==> src/rtl/rc4_pkg.sv <==
// Shared types and defaults for the RC4 decoder core stages.
package rc4_pkg;

  localparam int RC4_N          = 256;
  localparam int DEF_MSG_LEN    = 32;
  localparam int DEF_MSG_ADDR_W = 5;

  typedef enum logic [3:0] {
    IDLE,
    ADDR_I,
    READ_I,
    ADDR_J,
    READ_J,
    WR_I,
    WR_J,
    ADDR_F,
    READ_F,
    WR_D,
    DONE
  } rc4_state_e;

endpackage

==> src/rtl/rc4_decrypt_message_comb_logic.sv <==
// Next-state decode for the RC4 PRGA message decrypt stage.
module rc4_decrypt_message_comb_logic
  import rc4_pkg::*;
(
  input  rc4_state_e state,
  input  logic       start,
  input  logic       last_byte,
  output rc4_state_e next_state
);

  always_comb begin
    next_state = state;
    // Losing start in any busy state abandons the run without further writes.
    if (state != IDLE && state != DONE && !start) begin
      next_state = IDLE;
    end else begin
      case (state)
        IDLE:    if (start) next_state = ADDR_I;
        ADDR_I:  next_state = READ_I;
        READ_I:  next_state = ADDR_J;
        ADDR_J:  next_state = READ_J;
        READ_J:  next_state = WR_I;
        WR_I:    next_state = WR_J;
        WR_J:    next_state = ADDR_F;
        ADDR_F:  next_state = READ_F;
        READ_F:  next_state = WR_D;
        WR_D:    next_state = last_byte ? DONE : ADDR_I;
        DONE:    if (!start) next_state = IDLE;
        default: next_state = IDLE;
      endcase
    end
  end

endmodule

==> src/rtl/rc4_decrypt_message.sv <==
// RC4 keystream generation (PRGA): swaps S in place and writes enc^keystream into d_ram.
//  state  | meaning
//  IDLE   | waiting for start; i=1, j=0, k=0 loaded on start
//  ADDR_I | present i to S;        READ_I | capture si, j += si
//  ADDR_J | present j to S;        READ_J | capture sj
//  WR_I   | S[i] <= sj;            WR_J   | S[j] <= si
//  ADDR_F | present si+sj / k;     READ_F | capture keystream f and cipher byte e
//  WR_D   | d[k] <= f^e, i += 1;   DONE   | finish held until start drops
module rc4_decrypt_message
  import rc4_pkg::*;
#(
  parameter int MSG_LEN    = DEF_MSG_LEN,
  parameter int MSG_ADDR_W = DEF_MSG_ADDR_W
) (
  input  logic                  clk,
  input  logic                  reset,
  input  logic                  decrypt_message_start,
  output logic                  decrypt_message_finish,
  output logic [7:0]            s_addr,
  output logic [7:0]            s_wrdata,
  output logic                  s_wren,
  input  logic [7:0]            s_q,
  output logic [MSG_ADDR_W-1:0] enc_addr,
  input  logic [7:0]            enc_q,
  output logic [MSG_ADDR_W-1:0] d_addr,
  output logic [7:0]            d_wrdata,
  output logic                  d_wren
);

  localparam int S_ADDR_W = $clog2(RC4_N);

  rc4_state_e            state, next_state;
  logic [S_ADDR_W-1:0]   i, j;
  logic [7:0]            si, sj, f, e;
  logic [MSG_ADDR_W-1:0] k;
  logic                  last_byte;
  logic [S_ADDR_W-1:0]   f_addr;
  logic                  finish_q;

  assign last_byte = (k == MSG_ADDR_W'(MSG_LEN - 1));
  assign f_addr    = si + sj;

  rc4_decrypt_message_comb_logic u_comb_logic (
    .state      (state),
    .start      (decrypt_message_start),
    .last_byte  (last_byte),
    .next_state (next_state)
  );

  always_ff @(posedge clk or negedge reset) begin
    if (!reset) begin
      state    <= IDLE;
      i        <= 8'd1;
      j        <= '0;
      k        <= '0;
      si       <= '0;
      sj       <= '0;
      f        <= '0;
      e        <= '0;
      finish_q <= 1'b0;
    end else begin
      state    <= next_state;
      // Registered off DONE, so finish trails the DONE state by one clock.
      finish_q <= (state == DONE) && decrypt_message_start;
      case (state)
        IDLE: begin
          if (decrypt_message_start) begin
            i <= 8'd1;
            j <= '0;
            k <= '0;
          end
        end
        READ_I: begin
          si <= s_q;
          j  <= j + s_q;
        end
        READ_J: sj <= s_q;
        READ_F: begin
          f <= s_q;
          e <= enc_q;
        end
        WR_D: begin
          i <= i + 8'd1;
          if (!last_byte) k <= k + 1'b1;
        end
        default: ;
      endcase
    end
  end

  always_comb begin
    s_addr   = '0;
    s_wrdata = '0;
    s_wren   = 1'b0;
    enc_addr = '0;
    d_addr   = '0;
    d_wrdata = '0;
    d_wren   = 1'b0;
    case (state)
      ADDR_I, READ_I: s_addr = i;
      ADDR_J, READ_J: s_addr = j;
      WR_I: begin
        s_addr   = i;
        s_wrdata = sj;
        s_wren   = 1'b1;
      end
      WR_J: begin
        s_addr   = j;
        s_wrdata = si;
        s_wren   = 1'b1;
      end
      ADDR_F, READ_F: begin
        s_addr   = f_addr;
        enc_addr = k;
      end
      WR_D: begin
        d_addr   = k;
        d_wrdata = f ^ e;
        d_wren   = 1'b1;
      end
      default: ;
    endcase
  end

  assign decrypt_message_finish = finish_q;

endmodule
==> config.mk <==
export PLATFORM = sky130hd
export DESIGN_NAME = rc4_decrypt_message
export DESIGN_NICKNAME = d
export VERILOG_FILES = /design/src/rtl/rc4_pkg.sv /design/src/rtl/rc4_decrypt_message_comb_logic.sv /design/src/rtl/rc4_decrypt_message.sv
export SDC_FILE = /design/constraint.sdc
export NUM_CORES = 1
export LEC_CHECK = 0
export BUFFER_PORTS_ARGS = -buffer_cell sky130_fd_sc_hd__buf_2
export CORE_MARGIN = 2
export CORE_UTILIZATION = 57
export DETAILED_ROUTE_END_ITERATION = 7
export PLACE_DENSITY = 0.8
export SYNTH_ARGS = -nofsm -noshare
export SYNTH_HDL_FRONTEND = slang
export SYNTH_SLANG_ARGS = --single-unit
==> constraint.sdc <==
create_clock -name clk -period 2.5 [get_ports clk]
set_input_delay 0.375 -clock clk [delete_from_list [all_inputs] [get_ports clk]]
set_output_delay 0.375 -clock clk [all_outputs]
set_load 0.005 [all_outputs]
==> metrics.md, run 1 <==
| Metric | Value |
|---|---|
| Status | finished with violations |
| Failing checks | negative setup slack |
| Post-synth top cells | dfrtp_1, nand2_1, nor2_1, mux2_2, o21ai_0 |
| First-pass GRT wire length | 13200 um |
| Crit path DAT | 2.31 ns |
| Post-Syn Area per Cell | 9.78 um2 |
| Routed WL | 8100 um |
| Initial Util | 58.5% |
| Final Setup Violations | 1 |
| Pre-CTS WS | 0.0157 ns |
| Core Region | 5850 um2 |
| Min Tclk post-route | 2.68 ns |
| Iteration count of the initial detailed-routing pass | 5 |
| GPL Wtd Cong | 0.811 |
| IO Pins | 56 |
| Largest net degree at the start of global routing | 32 |
| Root Driver | clkbuf_8 |
| Layout area overhead | 18.5% |
| Worst VDD drop | 0.464 mV |
| PnR Total Power | 3080 uW |
| Most frequent CP cell | o21a_1 |
| Area occupied by multi-input gates | 1920 um2 |
| Number of DRC markers in iteration 0 | 197 |
| Post-synth ARST share | 100% |
| Final Core Density | 69.4% |
| Fin Setup TNS | -0.183 ns |
| CP Data Required Time | 2.12 ns |
| Startpoint Class | flip-flop |
| Grt total ovfl | 0 |
| CP max stage delay | 0.39 ns |
| TritonCTS Buffers | 9 |
| Power density cells | 758 nW/um2 |
| Cells along the critical path | ha_2 > inv_2 > fa_2 > nor2b_4 > o21ai_2 > a21boi_2 > o21a_1 > o21a_1 > o31ai_2 > buf_2 |
| Final Hold Vio Count | 0 |
| Final-report max-slew violation count | 0 |
| Antenna-violating nets left | 0 |
| RSZ-0062 raised after global routing | yes |
| Final #Nets | 454 |
| FF+latch count, synth | 58 |
| Seq/Total Area, Yosys | 42.4% |
| Largest cells by area after synthesis | dfrtp_1, mux2_2, ha_1, nand2_1, nor2_1 |
| ANT cells | 0 |
| Die area | 6640 um2 |
| Vias | 2861 |
| Detailed Place HPWL | 5710 um |
| Yosys top cell area share | 41.7% |
| Final Skew | 0.00408 ns |
| Slowest CP cell | dfrtp_1 |
| Post-synth top area cell | dfrtp_1 |
| Ratio of cells with drive above 1 in the final layout | 30.2% |
| Worst skew pair latency | 0.34 ns |
| Max-Cap Viols | 0 |
| CTS tree | yes |
| Hold bufs inserted after CTS | 0 |
| Cells after Synth | 350 |
| Die height | 81.5 um |
| # clock sinks | 58 |
| Initial antenna violation count | 0 |
| Fmax | 0.373 GHz |
| Slew @ Worst Pin | 0.672 ns |
| Kind of critical path | flip-flop to output port |
| Worst-path clk slew | 0.06 ns |
| Drt wl/cell | 16.3 um |
| Yosys cell types | 49 |
| CP endpoint kind | output port |
| Via density | 5.77 |
| Vias in the first global route | 2702 |
| H-tree Lvls | 3 |
| Fill count | 456 |
| Final Cycle Share | 107% |
| Crit Path Max Fanout | 2 |
| Final setup margin | -0.183 ns |
| Number of enable flip-flop cells after synthesis | 0 |
| Post-Syn Area | 3420 um2 |
| Predominant post-synthesis flop cell | dfrtp_1 |
| Hold Slack | 0.0677 ns |
| PortBufs | 55 |
| Cell with the most instances after synthesis | dfrtp_1 |
| Overall Global Routing Usage | 26.7% |
| Register Area | 1460 um2 |
| Synth warn | 0 |
| DRC violations left | 0 |
| # rows | 28 |
| Chip width | 81.5 um |
| Syn nets | 388 |
| Maximum buffer depth of the clock tree | 2 |
| Max_slew headroom | 55.2% |
| Leak | 0.00204 uW |
| Worst Hold Class | input port to asynchronous set/reset pin |
==> critical path, delay by kind of cell, from the launching register on <==
kind,cells,cell delay (ns)
AOI/OAI and AO/OA,5,0.89
adders and majority gates,2,0.42
DFF,1,0.39
buffers and inverters,2,0.22
and+or+nand+nor,1,0.05
==> kinds of logic after synthesis <==
logic type / Yosys count / synth area share (%)
buffers and inverters: 22 / 3.40
DFF: 58 / 42.4
adders and majority gates: 19 / 7.38
xor gates and xnor gates: 20 / 5.12
and+or+nand+nor: 130 / 19.0
muxes: 28 / 9.10
AOI/OAI and AO/OA: 73 / 13.6
==> flip-flops by register name, indices dropped and copies added, names as in the netlist <==
signal and flops:
i 8, si 8, j 8, f 8, decrypt_message_finish 1, sj 8, k 5, state 4
e 8
==> power breakdown <==
part	switching [uW]	internal, uW	total [uW]	leakage [uW]
Sequential	145	1100	1250	0.000763
Clock	363	382	745	0.0000872
Combinational	566	516	1080	0.00119
==> area by class of cell <==
type,instances,area share (%)
inverter,7,0.647
multi-input combinational,270,47.3
timing repair buffer,70,9.86
sequential,58,35.9
tap,75,2.31
clock inverter,3,0.370
clock buffer,13,3.67
==> worst paths after layout <==
check	start	endpoint	slack [ns]	cells after the start
hold / removal	reset	state[1]	0.07	1
setup reg to reg	j[0]	j[6]	0.30	8
min in group clk	enc_q[7]	e[7]	0.25	2
max in group asynchronous	reset	i[0]	1.77	2
hold reg to reg	j[7]	j[7]	0.49	1
setup / recovery	si[0]	s_addr[6]	-0.18	10
==> cells in the final DEF (no fill, tap or decap), types with 3 or more instances in the layout <==
cell type,netlist,layout
nand3_1,15,15
o21a_1,4,4
mux2i_1,3,3
o21ai_0,18,16
inv_1,6,5
xnor2_1,13,13
clkbuf_8,0,10
nor2b_1,7,6
o21ai_1,6,6
a21o_1,6,6
ha_1,17,15
nand2b_1,7,7
mux2_1,6,6
buf_4,3,14
clkinv_2,0,3
xor2_1,7,7
dfrtp_1,57,55
a21oi_1,11,9
nand2_1,40,40
nor2_1,32,32
nor3_1,3,3
clkbuf_1,4,3
a22oi_1,15,15
buf_2,6,55
and3_1,10,10
mux2_2,19,19
==> per-stage QoR <==
stage	cell area, um2	cells
final	4060	496
after global routing	4060	496
after CTS	4020	494
after detailed placement	3790	475
after global placement	3790	475
after floorplan	3420	350
==> per-layer routing <==
metal / up-vias / track usage (%) / part of all wire [%]
met5: - / 0 / 0
met4: 0 / 11.2 / 2.2
met3: 18 / 8.13 / 5.4
met2: 95 / 39.7 / 48
met1: 1383 / 36.4 / 45
li1: 1365 / - / -
==> timing repair <==
| item | 4_1_cts | 5_1_grt |
|---|---|---|
| buffers inserted | 3 | 2 |
| setup endpoints to repair | 7 | 7 |
| pin swaps | 7 | 7 |
| gates resized for setup | 12 | 8 |
No activity file was read; power rests on OpenSTA's default activity.
==> inputs of run 2 (changes only) <==
- GPL_TIMING_DRIVEN: default -> 1
- RECOVER_POWER: default -> 25
==> run 2 against run 1 <==
Compared with the run above: the flow finishes with violations (max-capacitance violations, max-slew violations, negative setup slack); critical path type unchanged; setup slack lost 0.0080 ns; design area decreased by 0.40%; largest power group unchanged; clock skew about the same; fmax decreased by 0.30%; routed wire length is 0.78% higher; hold slack gained 0.18 ns; critical path depth is the same; final cell count unchanged; critical endpoint unchanged; register-to-register slack about the same; global-route usage unchanged.
==> metrics.md, run 2 (same netlist as run 1, synthesis figures left out) <==
| Metric | Value |
|---|---|
| CP Data Required Time | 2.12 ns (about the same) |
| Initial Util | 58.5% (unchanged) |
| Final-report max-slew violation count | 29 (+29) |
| DRC violations left | 0 (unchanged) |
| Hold Path Depth | 2 |
| Power density cells | 760 nW/um2 (+0.25%) |
| Routed WL | 8160 um (+0.78%) |
| Final setup margin | -0.191 ns (-0.00805 ns) |
| Ratio of cells with drive above 1 in the final layout | 29.9% (-0.24 points) |
| Failing checks | max-capacitance violations, max-slew violations, negative setup slack |
| Startpoint Class | flip-flop |
| Final #Nets | 454 (unchanged) |
| Hold Slack | 0.249 ns (+0.181 ns) |
| Slew @ Worst Pin | 1.54 ns (+0.872 ns) |
| Maximum buffer depth of the clock tree | 2 (unchanged) |
| Register Area | 1460 um2 (unchanged) |
| Die area | 6640 um2 (unchanged) |
| Core Region | 5850 um2 (unchanged) |
| Crit path DAT | 2.32 ns (about the same) |
| Status | finished with violations |
| Most common cell after layout, fill and taps aside | dfrtp_1 |
| Final Cycle Share | 108% (+0.32 points) |
| Reg2Reg Depth | 8 (unchanged) |
| CP endpoint kind | output port |
| Final Core Density | 69.1% (-0.28 points) |
| Grt total ovfl | 0 (unchanged) |
| Final Skew | 0.00411 ns (+0.0000332 ns) |
| Initial antenna violation count | 0 (unchanged) |
| Placed insts | 475 (unchanged) |
| Die height | 81.5 um (unchanged) |
| Via density | 5.77 (about the same) |
| # clock sinks | 58 (unchanged) |
| CTS tree | yes |
| Crit Path Max Fanout | 2 (unchanged) |
| ANT cells | 0 (unchanged) |
| Worst Hold Class | input port to flip-flop |
| Drt wl/cell | 16.5 um (+0.78%) |
| GPL Wtd Cong | 0.811 (unchanged) |
| Number of DRC markers in iteration 0 | 185 (-6.1%) |
| IO Pins | 56 (unchanged) |
| Largest net degree at the start of global routing | 32 (unchanged) |
| Most frequent cells in the layout | dfrtp_1, buf_2, nand2_1 |
| RSZ-0062 raised after global routing | yes |
| Layout area overhead | 18.0% |
| Leak | 0.00204 uW (-0.39%) |
| Chip width | 81.5 um (unchanged) |
| Antenna-violating nets left | 0 (unchanged) |
| Kind of critical path | flip-flop to output port |
| Worst skew pair latency | 0.34 ns (about the same) |
| H-tree Lvls | 3 (unchanged) |
| Worst VDD drop | 0.461 mV (-0.77%) |
| Area occupied by multi-input gates | 1920 um2 (unchanged) |
| Overall Global Routing Usage | 26.7% (unchanged) |
| Detailed Place HPWL | 5710 um (unchanged) |
| Max-Cap Viols | 1 (+1) |
| PortBufs | 55 (unchanged) |
| Worst-path clk slew | 0.06 ns (about the same) |
| Fmax | 0.372 GHz (-0.30%) |
| Final std cells w/o fill | 496 (unchanged) |
| Reg2Reg Setup Slack | 0.31 ns (about the same) |
| First-pass GRT wire length | 13200 um (unchanged) |
| Min Tclk post-route | 2.69 ns (+0.00805 ns) |
| Final Setup Violations | 1 (unchanged) |
| TritonCTS Buffers | 9 (unchanged) |
| Vias in the first global route | 2702 (unchanged) |
| Vias | 2860 (-0.035%) |
| Final Hold Vio Count | 0 (unchanged) |
| Iteration count of the initial detailed-routing pass | 5 (unchanged) |
| Fill count | 458 (+0.44%) |
| Root Driver | clkbuf_8 |
| Max_slew headroom | -2.90% (-58 points) |
| # rows | 28 (unchanged) |
## run 2: cell count changes in the layout (fill, tap and decap cells not counted)
cell / delta
buf_2: -1
clkbuf_2: +1
clkbuf_1: +1
buf_12: -1
## run 2: path summary, 6_finish.rpt
kind / start / end
max in group asynchronous: reset / sj[0]
setup / recovery: si[0] / s_addr[6]
hold reg to reg: j[7] / j[7]
hold / removal: enc_q[7] / e[7]
setup reg to reg: j[0] / j[6]
min in group asynchronous: reset / state[1]
## run 2: area by class of cell
type	count	area share, %
well taps	75	2.32
inverters	7	0.650
clock inverters	3	0.371
clock buffers	13	3.68
multi-input cells	270	47.5
flip-flops and latches	58	36.0
repair buffers	70	9.50
## run 2: stage by stage
stage	instance area, um2	TNS [ns]	setup WS, ns	power (uW)
2_1_floorplan	3420	0	0.358	1930
3_3_place_gp	3790	0	0.0688	2110
3_5_place_dp	3790	0	0.0157	2160
4_1_cts	4020	-0.222	-0.145	3000
5_1_grt	4040	-0.497	-0.317	3280
6_report	4040	-0.191	-0.191	3070
## run 2: repair_timing
action / in CTS / in global routing
endpoints found under the hold margin: 0 / 0
hold buffers: 0 / 0
buffers inserted: 3 / 2
setup endpoints to repair: 7 / 7
pin swaps: 7 / 7
cloned: 0 / 0
resized for setup: 12 / 8
## run 2: worst max-delay path, stage by stage (launching register included)
cell and delay [ns]:
dfrtp_1 0.39, ha_2 0.20, inv_2 0.06, fa_2 0.22, nor2b_4 0.05, o21ai_2 0.18, a21boi_2 0.08, o21a_1 0.20
o21a_1 0.19, o31ai_2 0.25, buf_2 0.16
## run 2: power breakdown
group / switching [uW] / internal (uW) / total, uW
Combinational: 565 / 513 / 1080
Sequential: 145 / 1100 / 1250
Clock: 362 / 382 / 744
Total: 1070 / 2000 / 3070
## run 2: routing by layer
metal	wire (um)	vias up	global-route usage, %
met4	206	0	11.2
met5	0	-	0
li1	-	1368	-
met2	3810	94	39.7
met1	3630	1377	36.4
met3	510	21	8.13
==> inputs of run 3 (changes only) <==
- PLACE_DENSITY: 0.8 -> 0.84
- SLEW_MARGIN: default -> 20
==> run 3 against run 2 <==
Compared with the run above: the flow finishes with violations (negative setup slack); highest routed layer unchanged; critical path depth unchanged; design area rose by 2.4%; die area unchanged; sequential share of layout area fell by 0.82 points; sequential cell count unchanged; utilization is 1.7 points higher; routed wire length rose by 7.7%; setup slack worse by 0.056 ns; hold slack better by 0.0068 ns; clock power up 38%.
==> metrics.md, run 3 (same netlist as run 1, synthesis figures left out) <==
| Metric | Value |
|---|---|
| Grt total ovfl | 0 (unchanged) |
| RSZ-0062 raised after global routing | yes |
| GPL Wtd Cong | 0.797 (-1.7%) |
| Via density | 6.04 (+4.8%) |
| Final #Nets | 455 (+0.22%) |
| Switching power | 1140 uW (+6.2%) |
| Vias | 3003 (+5.0%) |
| Final Setup Violations | 2 (+1) |
| Kind of critical path | flip-flop to output port |
| Status | finished with violations |
| Clock power share | 30.1% (+5.9 points) |
| Overall Global Routing Usage | 27.9% (+1.2 points) |
| IO Pins | 56 (unchanged) |
| Reg power frac | 36.6% (-4.1 points) |
| Layout area overhead | 20.9% |
| Power density cells | 828 nW/um2 (+9.0%) |
| CTS tree | yes |
| Crit Path Max Fanout | 2 (unchanged) |
| Largest net degree at the start of global routing | 32 (unchanged) |
| Startpoint Class | flip-flop |
| Cell area after layout | 4140 um2 (+2.4%) |
| Crit path DAT | 2.37 ns (+0.05 ns) |
| Min Tclk post-route | 2.75 ns (+0.0561 ns) |
| Vias in the first global route | 2790 (+3.3%) |
| Core Region | 5850 um2 (unchanged) |
| Reg2Reg Depth | 8 (unchanged) |
| DRC violations left | 0 (unchanged) |
| Drt wl/cell | 17.7 um (+7.5%) |
| PortBufs | 55 (unchanged) |
| # clock sinks | 58 (unchanged) |
| First-pass GRT wire length | 13700 um (+3.9%) |
| H-tree Lvls | 3 (unchanged) |
| Max_slew headroom | 2.39% (+5.3 points) |
| Final Cycle Share | 110% (+2.2 points) |
| Worst-path clk slew | 0.07 ns (about the same) |
| Most frequent cells in the layout | dfrtp_1, buf_2, nand2_1 |
| Hold Path Depth | 2 (unchanged) |
| Final Hold Vio Count | 0 (unchanged) |
| Ratio of cells with drive above 1 in the final layout | 31.0% (+1.1 points) |
| Final setup margin | -0.247 ns (-0.0561 ns) |
| Detailed Place HPWL | 5840 um (+2.3%) |
| Hold Slack | 0.255 ns (+0.00681 ns) |
| Worst Hold Class | input port to flip-flop |
| Final Skew | 0.00817 ns (+0.00406 ns) |
| Chip width | 81.5 um (unchanged) |
| Initial antenna violation count | 0 (unchanged) |
| Final-report max-slew violation count | 0 (-100%) |
| Max-Cap Viols | 0 (-1) |
| Pint | 2290 uW (+15%) |
| Fmax | 0.364 GHz (-2.0%) |
| Die area | 6640 um2 (unchanged) |
| Routed WL | 8790 um (+7.7%) |
| Leak | 0.00207 uW (+1.8%) |
| Placed Area | 3780 um2 (-0.40%) |
| Maximum buffer depth of the clock tree | 2 (unchanged) |
| # rows | 28 (unchanged) |
| TritonCTS Buffers | 9 (unchanged) |
| Slew @ Worst Pin | 1.46 ns (-0.0794 ns) |
| CP Data Required Time | 2.12 ns (about the same) |
| Die height | 81.5 um (unchanged) |
| Worst VDD drop | 0.544 mV (+18%) |
| Hold bufs inserted after CTS | 0 (unchanged) |
| Net Sw Frac | 33.2% (-1.7 points) |
| Comb power frac | 33.3% (-1.8 points) |
| Number of DRC markers in iteration 0 | 238 (+29%) |
| Failing checks | negative setup slack |
| Initial Util | 58.5% (unchanged) |
| CP endpoint kind | output port |
| Worst skew pair latency | 0.35 ns (about the same) |
| Iteration count of the initial detailed-routing pass | 4 (-1) |
| Root Driver | clkbuf_8 |
| Antenna-violating nets left | 0 (unchanged) |
| Fill count | 432 (-5.7%) |
| ANT cells | 0 (unchanged) |
[run 3: final timing paths]
path / from / end / slack [ns]
worst min-delay path: enc_q[5] / e[5] / 0.26
worst max-delay path: sj[0] / s_addr[6] / -0.25
max in group asynchronous: reset / sj[2] / 0.65
worst max register to register: j[0] / j[6] / 0.35
worst min register to register: i[7] / i[7] / 0.49
min in group asynchronous: reset / k[2] / 0.36
[run 3: worst max-delay path, stage by stage, from the launching register on]
cell      delay [ns]
dfrtp_1         0.37
ha_2            0.19
inv_2           0.04
fa_2            0.36
nor2b_4         0.17
o21ai_4         0.08
a21boi_2        0.16
o21a_1          0.17
nor3_2          0.06
o31ai_2         0.26
buf_2           0.16
[run 3: metrics by stage]
step                      utilization, %  power (uW)  setup TNS, ns  cells  setup WS (ns)
after global routing                70.8        3610         -0.726    497         -0.362
after global placement              64.5        2110              0    473         0.0607
after CTS                           70.1        3310         -0.278    494         -0.147
after floorplan                        -        1930              0    350          0.358
after detailed placement            64.5        2170              0    473        0.00256
final                               70.8        3430         -0.380    497         -0.247
[run 3: layout make-up]
| cell class | count | area, um2 | area share (%) |
|---|---|---|---|
| Multi-Input combinational cell | 270 | 1930 | 46.7 |
| Inverter | 7 | 26.3 | 0.635 |
| Timing Repair Buffer | 71 | 392 | 9.46 |
| Tap cell | 75 | 93.8 | 2.27 |
| Sequential cell | 58 | 1460 | 35.2 |
| Clock inverter | 4 | 72.6 | 1.75 |
| Clock buffer | 12 | 165 | 3.99 |
[run 3: routing by layer]
metal  track usage [%]  up-vias  share of wire, %
met3              6.15       29               6.9
li1                  -     1364                 -
met5                 0        -                 0
met4              14.2        0               3.4
met1              34.9     1493                41
met2              45.4      117                49
[run 3: repair_timing]
action | CTS | global route
gates cloned | 0 | 0
endpoints found under the setup margin | 8 | 5
pin swaps | 7 | 9
resized for setup | 13 | 9
buffers inserted | 5 | 3
hold endpoints to repair | 0 | 0
[run 3: power groups by stage]
stage / clock network (uW) / registers, uW / logic (uW)
final: 1030 / 1260 / 1140
after global routing: 1080 / 1270 / 1250
after CTS: 1040 / 1250 / 1020
after detailed placement: 0 / 1260 / 904
after global placement: 0 / 1250 / 864
after floorplan: 0 / 1220 / 708
